### src/rtl/hazard_sequencer.sv
// Pipeline stall/flush controller for the five-stage miniRV core.
// Bus-wait timeout FSM locks the pipeline on a hung access; saturating perf counters.
module hazard_sequencer #(
    parameter int TIMEOUT = 15,
    parameter int CNT_W   = 32
) (
    input  logic             cpu_clk,
    input  logic             cpu_rst,
    input  logic             load_use_hazard,
    input  logic             branch_taken_EX,
    input  logic             mem_req,
    input  logic             mem_ready,
    output logic             pc_stall,
    output logic             if_id_stall,
    output logic             if_id_flush,
    output logic             id_ex_stall,
    output logic             id_ex_flush,
    output logic             ex_mem_stall,
    output logic             mem_wb_flush,
    output logic             bus_error,
    output logic [CNT_W-1:0] stall_cnt,
    output logic [CNT_W-1:0] flush_cnt
);

    localparam int WW = $clog2(TIMEOUT);
    localparam logic [WW-1:0] W_LAST = WW'(TIMEOUT - 1);

    typedef enum logic [1:0] {
        RUN  = 2'd0,
        WAIT = 2'd1,
        ERR  = 2'd2
    } state_t;

    state_t        state;
    logic [WW-1:0] waitCnt;
    logic          miss;
    logic          errState;
    logic          mStall;
    logic          br;
    logic          lu;

    // Reset masks ERR so outputs follow the RUN equations while cpu_rst is held.
    always_comb begin
        miss     = mem_req & ~mem_ready;
        errState = (state == ERR) & ~cpu_rst;
        mStall   = miss | errState;
        br       = branch_taken_EX & ~mStall;
        lu       = load_use_hazard & ~branch_taken_EX & ~mStall;

        ex_mem_stall = mStall;
        id_ex_stall  = mStall;
        mem_wb_flush = mStall;
        pc_stall     = mStall | lu;
        if_id_stall  = mStall | lu;
        if_id_flush  = br;
        id_ex_flush  = br | lu;
    end

    always_ff @(posedge cpu_clk) begin
        if (cpu_rst) begin
            state     <= RUN;
            waitCnt   <= '0;
            bus_error <= 1'b0;
            stall_cnt <= '0;
            flush_cnt <= '0;
        end else begin
            if (pc_stall && stall_cnt != '1)
                stall_cnt <= stall_cnt + CNT_W'(1);
            if (if_id_flush && flush_cnt != '1)
                flush_cnt <= flush_cnt + CNT_W'(1);

            case (state)
                RUN: begin
                    if (miss) begin
                        state   <= WAIT;
                        waitCnt <= WW'(1);
                    end
                end
                WAIT: begin
                    if (!mem_req || mem_ready) begin
                        state   <= RUN;
                        waitCnt <= '0;
                    end else if (waitCnt == W_LAST) begin
                        state     <= ERR;
                        bus_error <= 1'b1;
                    end else begin
                        waitCnt <= waitCnt + WW'(1);
                    end
                end
                ERR: begin
                    state <= ERR;
                end
                default: begin
                    state   <= RUN;
                    waitCnt <= '0;
                end
            endcase
        end
    end

endmodule

### config.mk
export PLATFORM = sky130hd
export DESIGN_NAME = hazard_sequencer
export DESIGN_NICKNAME = d
export VERILOG_FILES = /design/src/rtl/hazard_sequencer.sv
export SDC_FILE = /design/constraint.sdc
export NUM_CORES = 1
export LEC_CHECK = 0
export CORE_MARGIN = 2
export CORE_UTILIZATION = 28
export CTS_CLUSTER_DIAMETER = 150
export DETAILED_ROUTE_END_ITERATION = 12
export GPL_TIMING_DRIVEN = 0
export PLACE_DENSITY_LB_ADDON = 0.15
export RECOVER_POWER = 100
export SYNTH_ARGS = -nofsm -noshare
export SYNTH_HDL_FRONTEND = slang
export SYNTH_SLANG_ARGS = --single-unit
### constraint.sdc
create_clock -name cpu_clk -period 2.8 [get_ports cpu_clk]
set_clock_uncertainty 0.05 [all_clocks]
set_input_delay 0.28 -clock cpu_clk [delete_from_list [all_inputs] [get_ports cpu_clk]]
set_output_delay 0.28 -clock cpu_clk [all_outputs]
set_load 0.005 [all_outputs]
# After elaboration in Yosys (flattened, before gate mapping)
# Cells that the tools add are included.
# classes
addsub	3
eq_ne	8
reduce_logical	8
muxes	8
bitwise_logic	14
# ops
operator	n
$add 32x1->32 const B	2
$ne 32x32->1 const B	2
$mux 4	3
$pmux 4 s3	1
$mux 2	3
$ne 3x3->1 const B	2
$not 1->1	6
$pmux 2 s3	1
$reduce_and 3->1	2
$and 1x1->1	5
$add 4x1->4 const B	1
$eq 4x4->1 const B	1
$or 1x1->1	3
$eq 2x1->1 const B	1
$eq 2x2->1 const B	1
$logic_and 1x1->1	2
$logic_not 2->1	1
$ne 2x2->1 const B	1
$reduce_and 2->1	1
$logic_not 1->1	1
$logic_or 1x1->1	1
# word_totals
out_inout_bits	72
register_bits	71

# Longest topological paths before layout
# logic_depth
depth_word	7
mapped_depth	9

# Least setup slack after synthesis
# OpenSTA, ideal clock, no wires.
# synth_timing
path_type	register -> register
from	register flush_cnt[0]
to	register flush_cnt[30]
t_arrival_ns	1.946
stages_incl_launch_ff	7
path_slack_ns	0.734
synth_period_minus_slack_ns	2.066
cell_sequence	dfxtp_1 -> ha_1 -> nand3_1 -> or3_1 -> a311o_1 -> or4_1 -> a21oi_1
# synth_via
elab_chain_cells	2
elab_cells_between_ends	3
cone_classes	add/sub: 1; eq/ne: 1; reduce/logical: 1
# synth_lines
item	line_no	source
start: declaration	22	output logic [CNT_W-1:0] flush_cnt
start signal: assignment	70	flush_cnt <= flush_cnt + CNT_W'(1);
branches (longest 2 deep; another with $add 32x1->32)	n/a	
# Parallel ways; which one is timed is not known.
# A chain may end at the register's enable or synchronous reset.

# Worst setup path in the final report
# layout_timing
from	register state[0]
to	output pc_stall
# layout_via
elab_chain_cells	6
# layout_lines
item	line_no	source
start: declaration	34	state_t state;
start signal: assignment	61	state <= RUN;
start signal: assignment	75	state <= WAIT;
start signal: assignment	81	state <= RUN;
$eq 2x2->1 *	45	errState = (state == ERR) & ~cpu_rst;
$and 1x1->1 *	45	
$or 1x1->1 *	46	mStall = miss | errState;
$not 1->1	48	lu = load_use_hazard & ~branch_taken_EX & ~mStall;
$and 1x1->1	48	
$or 1x1->1 *	53	pc_stall = mStall | lu;
end: declaration	13	output logic pc_stall,
# Every way passes the cells marked *; elsewhere a longest branch is shown, timed or not.

==> impl_metrics.ini <==
[cells_and_area]
diodes = 0
final_util = 0.3816
multi_input_area_um2 = 2211
ff_latch_area_um2 = 1421
fillers = 1422
area_growth_syn_to_layout_pct = 32.56
final_cells = 737
fin_area_um2 = 5094
final_layout_size_suffix_gt1_frac = 0.07665
nNetsFinal = 568

[synthesis]
netlist_top_cells_area = dfxtp_1 (37%), a21oi_1 (7.0%), o31ai_1 (5.1%), or4_1 (5.1%), nand4_1 (4.7%)
synth.largest_area_cell = dfxtp_1
ys.flop_type = dfxtp_1
synthMuxAreaShare = 0.02345
synth_seq_cells = 71
yosysUniqueCellTypes = 54
synth-edff-count = 0
yosys_warnings = 0
synth_compound_area_frac = 0.1837
ys_seq_area_frac = 0.3699
synthXorXnorAreaFrac = 0.004559
avgSynthCellArea_um2 = 8.175
syn_area_um2 = 3842
synth_top_family_by_area = simple AND/OR/NAND/NOR gates
syn_nets = 480
synth_top_area_frac = 0.3699
synthAdderAreaFrac = 0.01303
async_flop_share = 0
syn_inst = 470
synth-simple-area-share = 0.3553

[place]
port_buffers = 77
place_hpwl_um = 8839
detailed_place.area_um2 = 4833
place_inst = 723
routabilityCongestion = 0.8408

[route]
drt-initial-drc-count = 308
vias = 4057
viasPerCell = 5.505
drt_wl_total_um = 12260
drc_errors = 0
wl_per_cell_um = 16.64
drtPass1Iterations = 5
final_antenna_net_count = 0

[cts]
clockBufferDepth = 2
clk_latency_ns = 0.33
post_cts_buffers = 0
numCtsBuffers = 9
cts_tree = yes
clk_pin_slew_ns = 0.05
cts_resized = 0
root_buffer = clkbuf_16
cts.sinks = 71
cts_max_level = 3
cts_hold_buf = 0

[critical_path]
path_max_fanout = 11
cp-startpoint = state[0]$_SDFFE_PP0P_
cp_data_arrival_time_ns = 2.38
end_kind = primary output
worstSetupStartpointType = flip-flop
worstSetupPathType = flip-flop to primary output
r2r_start = stall_cnt[2]$_SDFFE_PP0P_
cp_data_required_time_ns = 2.47

[global_route]
grt-ovfl-total = 0
grt_pass1_vias = 3619
antenna_found_initial = 0
grt_max_degree = 12
grt_first_pass_wirelength_um = 19260
grt_usage = 0.1673

[sta]
tns_ns = 0
slew-limit-headroom = 0.4629
final_hold_viol_count = 0
period_share = 0.9673
fmax_ghz = 0.3692
fin_crit_ns = 2.708
tightest_slew_ns = 0.7995
rsz0062_at_grt = no
fin_hold_ws_ns = 0.4253
setup_viol = 0
slew_violations = 0

[min_path]
min_path_type = flip-flop to flip-flop
min-delay-start = bus_error$_SDFFE_PP0P_

[die]
initial_core_util = 0.2879
die_w_um = 121.1
rows = 42
boundaryPins = 78
die_area_um2 = 14680
die-height_um = 121.1
core_area_um2 = 13350

[power_and_ir_drop]
powerDensity_nw_per_um2 = 443.2
power.leakage_nw = 1.804
vdd_drop_max_mv = 0.1991

[run_status]
status = finished clean

[run]
maxCapViolations = 0
## layout make-up
class,count,share of cell area
sequential,71,0.2790
tap,176,0.04323
clock buffer,14,0.05576
timing repair buffer,77,0.1513
inverter,7,0.006141
buffer,30,0.03046
multi-input combinational,362,0.4340
## routing by layer
metal | track usage | part of all wire | vias up
met5 | 0 | 0 | -
met4 | 0.05388 | 0.013 | 0
met3 | 0.03008 | 0.049 | 13
met2 | 0.2577 | 0.46 | 94
met1 | 0.2362 | 0.48 | 1966
li1 | - | - | 1984
## per-stage QoR
step | power, mW | setup slack (ns)
after detailed placement | 1.173 | 0.1327
after global placement | 1.171 | 0.1204
after floorplan | 1.112 | 0.7340
after CTS | 2.287 | 0.06246
after global routing | 2.343 | 0.008997
final | 2.258 | 0.09169
## synthesized netlist by cell type, types with 2 or more instances
cell type and number:
or4_1 26, nor4_1 8, nor2b_1 10, buf_6 3, a21oi_1 54, buf_1 2
and2_1 6, or3_1 27, and3_1 9, mux2_2 7, nand2_1 25, nor2_1 28
o21ai_0 28, buf_4 5, o31ai_1 26, clkbuf_1 14, nand2b_1 4, ha_1 4
o21ba_2 2, nor4b_1 2, nor3_1 12, dfxtp_1 71, nand4_1 29, and4_1 5
nand3_1 22, o21a_1 2, or4_2 2, inv_1 6, buf_2 6
## final timing paths
path | endpoint | slack, ns | cells past startpoint
worst min register to register | bus_error$_SDFFE_PP0P_ | 0.43 | 2
worst max-delay path | pc_stall | 0.09 | 8
worst min-delay path | bus_error$_SDFFE_PP0P_ | 0.43 | 2
worst max register to register | stall_cnt[1]$_SDFFE_PP0P_ | 0.21 | 7
## critical path, cell delays in order (launching register included)
cell	delay [ns]
dfxtp_1	0.30
buf_6	0.13
or3b_4	0.40
and3_1	0.20
buf_6	0.16
clkinv_4	0.07
buf_4	0.19
buf_4	0.12
clkdlybuf4s50_1	0.48
## power breakdown
part	total [mW]	internal (mW)	switching [mW]	leakage, nW
Clock	1.11	0.688	0.423	0.141
Combinational	0.122	0.0481	0.0737	1.09
Sequential	1.03	1.02	0.00864	0.573
## sequential cells by signal, indices dropped and copies added (netlist names)
signal,cells
flush_cnt,32
stall_cnt,32
waitCnt,4
state,2
bus_error,1
## logic make-up after synthesis
kind of cell,Yosys count
adders and majority gates,4
xor gates and xnor gates,2
DFF,71
AOI/OAI and AO/OA,120
muxes,8
and+or+nand+nor,228
buffers and inverters,37
## layout by cell type, fill, tap and decap left out, drive strengths merged, types with 10 or more instances in the layout
cell and instances:
dlygate4sd3 70, o31ai 26, dfxtp 71, or4 28, nor2 28, or3 28
nand3 23, nor3 12, nand4 31, nor2b 10, nand2 25, clkbuf 35
a21oi 54, and3 10, o21ai 29
No activity file was read; power rests on OpenSTA's default activity.
